`src/rtl/apb_rr_arbiter.sv`:
```
// apb_rr_arbiter: round-robin sharing of one APB master port between two requesters.
// Define APB_TIMEOUT_EN to abort ACCESS phases that stall for TO_CYCLES cycles with err=1.
module apb_rr_arbiter #(
  parameter int AW = 4,
  parameter int DW = 8,
  parameter int TO_CYCLES = 15
) (
  input  logic          pclk,
  input  logic          Presetn,
  input  logic          req0,
  input  logic          wr0,
  input  logic [AW-1:0] addr0,
  input  logic [DW-1:0] wdata0,
  output logic          done0,
  input  logic          req1,
  input  logic          wr1,
  input  logic [AW-1:0] addr1,
  input  logic [DW-1:0] wdata1,
  output logic          done1,
  output logic [DW-1:0] rdata,
  output logic          err,
  output logic          psel,
  output logic          penable,
  output logic          pwrite,
  output logic [AW-1:0] paddr,
  output logic [DW-1:0] pwdata,
  input  logic [DW-1:0] prdata,
  input  logic          pready
);

  typedef enum logic [1:0] {IDLE, SETUP, ACCESS} state_t;

  state_t state, state_n;
  logic   gnt, last_grant;
  logic   elig0, elig1;
  logic   grant_now, grant_sel;
  logic   finish, abort;

  // A requester whose done is pulsing this cycle is still holding its old req.
  assign elig0 = req0 && !done0;
  assign elig1 = req1 && !done1;

`ifdef APB_TIMEOUT_EN
  localparam int CW = ($clog2(TO_CYCLES + 1) > 4) ? $clog2(TO_CYCLES + 1) : 4;

  logic [CW-1:0] to_cnt;
  logic          err_q;

  assign abort = (state == ACCESS) && !pready && (to_cnt == CW'(TO_CYCLES - 1));

  always_ff @(posedge pclk or negedge Presetn) begin
    if (!Presetn) begin
      to_cnt <= '0;
      err_q  <= 1'b0;
    end else begin
      err_q <= abort;
      if (state == SETUP)
        to_cnt <= '0;
      else if (state == ACCESS && !pready)
        to_cnt <= to_cnt + 1'b1;
    end
  end

  assign err = err_q;
`else
  localparam int unused_to_cycles = TO_CYCLES;

  assign abort = 1'b0;
  assign err   = 1'b0;
`endif

  assign finish  = (state == ACCESS) && (pready || abort);
  assign psel    = (state != IDLE);
  assign penable = (state == ACCESS);

  always_ff @(posedge pclk or negedge Presetn) begin
    if (!Presetn)
      state <= IDLE;
    else
      state <= state_n;
  end

  always_comb begin
    state_n   = state;
    grant_now = 1'b0;
    grant_sel = 1'b0;
    unique case (state)
      IDLE: begin
        if (elig0 || elig1) begin
          grant_now = 1'b1;
          grant_sel = (elig0 && elig1) ? ~last_grant : elig1;
          state_n   = SETUP;
        end
      end
      SETUP:   state_n = ACCESS;
      ACCESS:  if (pready || abort) state_n = IDLE;
      default: state_n = IDLE;
    endcase
  end

  // Command latch, completion pulses and read capture.
  always_ff @(posedge pclk or negedge Presetn) begin
    if (!Presetn) begin
      gnt        <= 1'b0;
      last_grant <= 1'b1;
      pwrite     <= 1'b0;
      paddr      <= '0;
      pwdata     <= '0;
      rdata      <= '0;
      done0      <= 1'b0;
      done1      <= 1'b0;
    end else begin
      done0 <= finish && !gnt;
      done1 <= finish && gnt;
      if (grant_now) begin
        gnt    <= grant_sel;
        pwrite <= grant_sel ? wr1 : wr0;
        paddr  <= grant_sel ? addr1 : addr0;
        pwdata <= grant_sel ? wdata1 : wdata0;
      end
      if (finish) begin
        last_grant <= gnt;
        if (pready && !pwrite)
          rdata <= prdata;
      end
    end
  end

endmodule

```
`config.mk`:
```
export PLATFORM = sky130hd
export DESIGN_NAME = apb_rr_arbiter
export DESIGN_NICKNAME = d
export VERILOG_FILES = /design/src/rtl/apb_rr_arbiter.sv
export SDC_FILE = /design/constraint.sdc
export NUM_CORES = 1
export LEC_CHECK = 0
export CELL_PAD_IN_SITES_DETAIL_PLACEMENT = 0
export CELL_PAD_IN_SITES_GLOBAL_PLACEMENT = 1
export CORE_MARGIN = 4
export CORE_UTILIZATION = 25
export DETAILED_ROUTE_END_ITERATION = 16
export PLACE_DENSITY_LB_ADDON = 0.3
export SYNTH_ARGS = -nofsm -noshare
export SYNTH_HDL_FRONTEND = slang
export SYNTH_SLANG_ARGS = --single-unit
```
`constraint.sdc`:
```
create_clock -name pclk -period 1.6 [get_ports pclk]
set_input_delay 0.32 -clock pclk [delete_from_list [all_inputs] [get_ports pclk]]
set_output_delay 0.32 -clock pclk [all_outputs]
set_load 0.02 [all_outputs]
```
======== Yosys cells after proc, flatten, opt, wreduce, memory -nomap -nowiden ========
Cells that the tools add are included.
cells by class
  reduce and logical (&&, ||, !) cells .... 16
  equality and inequality tests ........... 4
  bitwise operators ....................... 1
  multiplexer cells ....................... 11
operators with widths
  kind                  count
  $mux W8               1
  $logic_and A1 B1 Y1   7
  $mux W1               6
  $pmux W2 S3           1
  $logic_not A1 Y1      4
  $mux W2               2
  $mux W4               1
  $reduce_and A2 Y1     2
  $eq A2 B1 Y1 const B  1
  $eq A2 B2 Y1 const B  1
  $logic_not A2 Y1      1
  $ne A2 B1 Y1 const B  1
  $ne A2 B2 Y1 const B  1
  $reduce_bool A2 Y1    1
  $logic_or A1 B1 Y1    1
  $not A1 Y1            1
word-level totals
  bits of input ports ..................... 39
  register bits after elaboration ......... 27
  output and inout bits ................... 26
  logic and storage cells ................. 41

======== Longest topological paths before layout ========
  word-level depth ........................ 7
  depth in mapped cells ................... 5
  depth with buffers taken out ............ 3

======== Worst setup path after synthesis ========
Ideal clock, no wire load.
  path type ............................... register to register
  start point ............................. register done0
  end point ............................... register paddr[3]
  data arrival time ....................... 1324 ps
  period minus slack after synthesis ...... 1469 ps
  required time ........................... 1455 ps
  cell stages (with the launch flop) ...... 5
  buffers on the path ..................... 1
  setup slack ............................. 131 ps
  setup time .............................. 145 ps
  cell sequence ........................... dfrtp_1 > nand2b_4 > clkbuf_1 > a2111oi_0 > a211oi_2
on the way
  word-level cells in the longest chain between the ends .. 7
  elaborated cells on any way between the ends .. 10
  those cells by class .................... 6 x mux; 4 x reduce/logical
RTL lines
  item                      line  text
  start: declaration        14    output logic done0,
  start signal: assignment  113   done0 <= finish && !gnt;
  $logic_not A1 Y1 (*)      40    assign elig0 = req0 && !done0;
  $logic_and A1 B1 Y1 (*)   40
  $logic_and A1 B1 Y1       91    grant_sel = (elig0 && elig1) ? ~last_grant : elig1;
  $mux W1                   91
  $mux W1                   89    if (elig0 || elig1) begin
  $mux W1                   87    unique case (state)
  $mux W4                   118   paddr <= grant_sel ? addr1 : addr0;
  end signal: assignment    118
  end: declaration          25    output logic [AW-1:0] paddr,
Mark *: on every way between the ends. The rest lies on a longest branch, timed or not.
A chain may end at the register's enable or synchronous reset.

======== Final worst setup path ========
  start point ............................. register paddr[0]
  end point ............................... output port paddr[0]
No word-level cell between the ends.

==> metrics.md <==
| Metric | Value |
|---|---|
| Core area | `5200 sq um` |
| Hpwl dp | `2960 um` |
| Asr flop ratio synth | `100%` |
| Placed inst area | `2080 sq um` |
| Outcome | `completed` |
| CP bufs+invs | `1` |
| Fin. Hold Viols | `0` |
| Reg2reg start | `state[0]` |
| Max clock buf depth | `2` |
| Total die area | `6730 sq um` |
| GR Overflow Total | `0` |
| IO Count | `65` |
| Total wire length | `3910 um` |
| Gpl congestion | `0.764` |
| Initial DRC Count | `55` |
| Rows | `26` |
| Clk sinks | `27` |
| Pwr/cell area | `1680 nW/um^2` |
| Crit. Startpoint | `paddr[0]` |
| Number of synthesized flops with an enable pin | `0` |
| Average size of a mapped cell | `11.7 sq um` |
| Design Area, Final | `2160 sq um` |
| Vias in the first global route | `1283` |
| Fmax | `642 MHz` |
| Post-synth top area cell | `dfrtp_1` |
| Max Cap Viol | `0` |
| Crit path max fanout | `2` |
| Synthesized area | `1370 sq um` |
| Residual DRC count | `0` |
| Synthesized net count | `156` |
| Setup_tns | `0 ns` |
| Final Non-Filler Cells | `251` |
| Final Util | `41.5%` |
| Post-Synthesis Cells | `117` |
| Synth area leaders | `dfrtp_1 (47%), mux2_2 (6.6%), a211oi_1 (5.5%)` |
| Setup crit start kind | `flip-flop` |
| Most common cell after layout, fill and taps aside | `clkdlybuf4s50_1` |
| Yosys top cell area share | `47.4%` |
| Final slew viol count | `0` |
| Fillers | `534` |
| Largest net degree at the start of global routing | `28` |
| Max incr delay on CP | `0.61 ns` |
| Skew-Pair Late Insertion Delay | `0.27 ns` |
| Crit-path cells | `clkdlybuf4s50_1` |
| Critical path arrival | `1.24 ns` |
| Sequential-to-total area share from yosys stat | `49.4%` |
| Vias post-DR | `1164` |
| Layout Area Growth over Synthesis | `57.6%` |
| Main synth FF type | `dfrtp_1` |
| RSZ-0062 raised after global routing | `false` |
| TritonRoute pass-1 iters | `4` |
| Skew final | `0.00385 ns` |
| CTS tree | `built` |
| Most frequent cells in the layout | `clkdlybuf4s50_1 (48), dfrtp_1 (26), inv_1 (15), dlymetal6s2s_1 (11)` |
| Clock-pin slew on the worst setup and hold paths | `0.09 ns` |
| Fin crit period | `1.56 ns` |
| Netlist cell types | `29` |
| Seq cells post-synth | `27` |
| Placed Cells | `247` |
| CP top delay family | `buffers and inverters` |
| Port bufs | `63` |
| WL/cell | `15.6 um` |
| Initial Utilization | `26.3%` |
| First-pass GRT wire length | `6300 um` |
| Post-DRT Antenna Nets | `0` |
| Setup CP Type | `reg -> out` |
| Crit. End Element | `output pin` |
| Area occupied by multi-input gates | `572 sq um` |
| Yosys warns | `0` |
| Tcrit/Tclk final | `97.3%` |
| VDD IR-drop max | `0.000558 V` |
| H-tree levels | `1` |
| Layout cell share with drive strength beyond 1 | `17.7%` |
| Hold Crit Class | `in -> async` |
| Req. time, crit path | `1.28 ns` |
| GRT Total Usage | `12.2%` |
| Root Driver | `clkbuf_8` |
| Slowest CP cell | `clkdlybuf4s50_1` |
| FF+latch area | `677 sq um` |
| Leak Pwr | `0.954 nW` |
| Via/cell ratio | `4.64` |
| Antenna violations before repair | `0` |
| Cts bufs inserted | `3` |
| Nets | `221` |
| Die height | `82.1 um` |
| Final setup fails | `0` |
| # diodes | `0` |
| Die width | `82.1 um` |
[cells by family (layout without fill, tap and decap cells)]
logic type             count (synthesis)  after routing  share of synthesized area, %
flip-flops                            27             27                          49.4
multiplexers                           9              9                          7.30
buffers and inverters                 26             90                          9.95
other                                  1              1                         0.273
AO/OA/AOI/OAI                         29             29                          19.2
AND/OR/NAND/NOR                       25             25                          14.0
[synth_stat cells (2+ instances only)]
library cell and count:
a2111oi_0 8, a2111oi_1 5, a211oi_1 10, a211oi_2 3, a21o_1 2, buf_2 4, buf_6 4, clkbuf_1 2
dfrtp_1 26, inv_1 15, mux2_2 8, nand2b_1 2, nor4_1 10, nor4_2 3
[worst reg2reg max path, stage by stage (launching register included)]
cell      delay, ns
dfrtp_1        0.42
or2_4          0.29
buf_4          0.18
a21o_4         0.26
a211oi_1       0.28
[final timing paths]
check | to | slack, ns | cells after the start
min in group pclk | done0 | 0.44 | 1
min | paddr[3] | 0.41 | 2
max reg2reg | pwdata[4] | 0.08 | 4
max | paddr[0] | 0.04 | 1
min reg2reg | done0 | 0.44 | 1
max in group asynchronous | last_grant | 0.88 | 2
[routing by layer]
| metal | wire (um) | track usage [%] |
|---|---|---|
| met5 | 0 | 0 |
| met4 | 36 | 3.82 |
| met3 | 239 | 3.07 |
| met2 | 1930 | 18.8 |
| met1 | 1710 | 16.8 |
[flip-flops by register name, indices dropped and copies added, names as in the netlist]
register and count:
gnt 1, rdata 8, last_grant 1, done0 1
pwdata 8, paddr 4, state 2, done1 1
pwrite 1
[through the flow]
stage	hold slack (ns)	total power, mW	setup WS, ns
3_5_place_dp	0.433	3.34	-0.565
3_3_place_gp	0.441	3.29	-0.493
6_report	0.410	3.62	0.0429
4_1_cts	0.421	3.71	0.000644
2_1_floorplan	0.0244	2.45	0.131
5_1_grt	0.442	3.87	0.00186
[cell type report]
type	instances	share of cell area [%]
multi-input combinational	64	26.5
sequential	27	31.3
inverter	15	2.61
tap	70	4.05
timing repair buffer	71	33.5
clock buffer	4	2.08
[power by group]
group	internal [mW]	switching, mW	leakage, nW
Sequential	1.01	0.185	0.314
Clock	0.178	0.198	0.0228
Combinational	0.970	1.08	0.617
Total	2.16	1.47	0.954
[repair_timing]
action                     4_1_cts  5_1_grt
cloned                           0        0
hold buffers                     0        0
resized for setup                6       19
setup endpoints to repair       16       23
setup buffers                    0        0
Power figures use the tool's default switching activity.
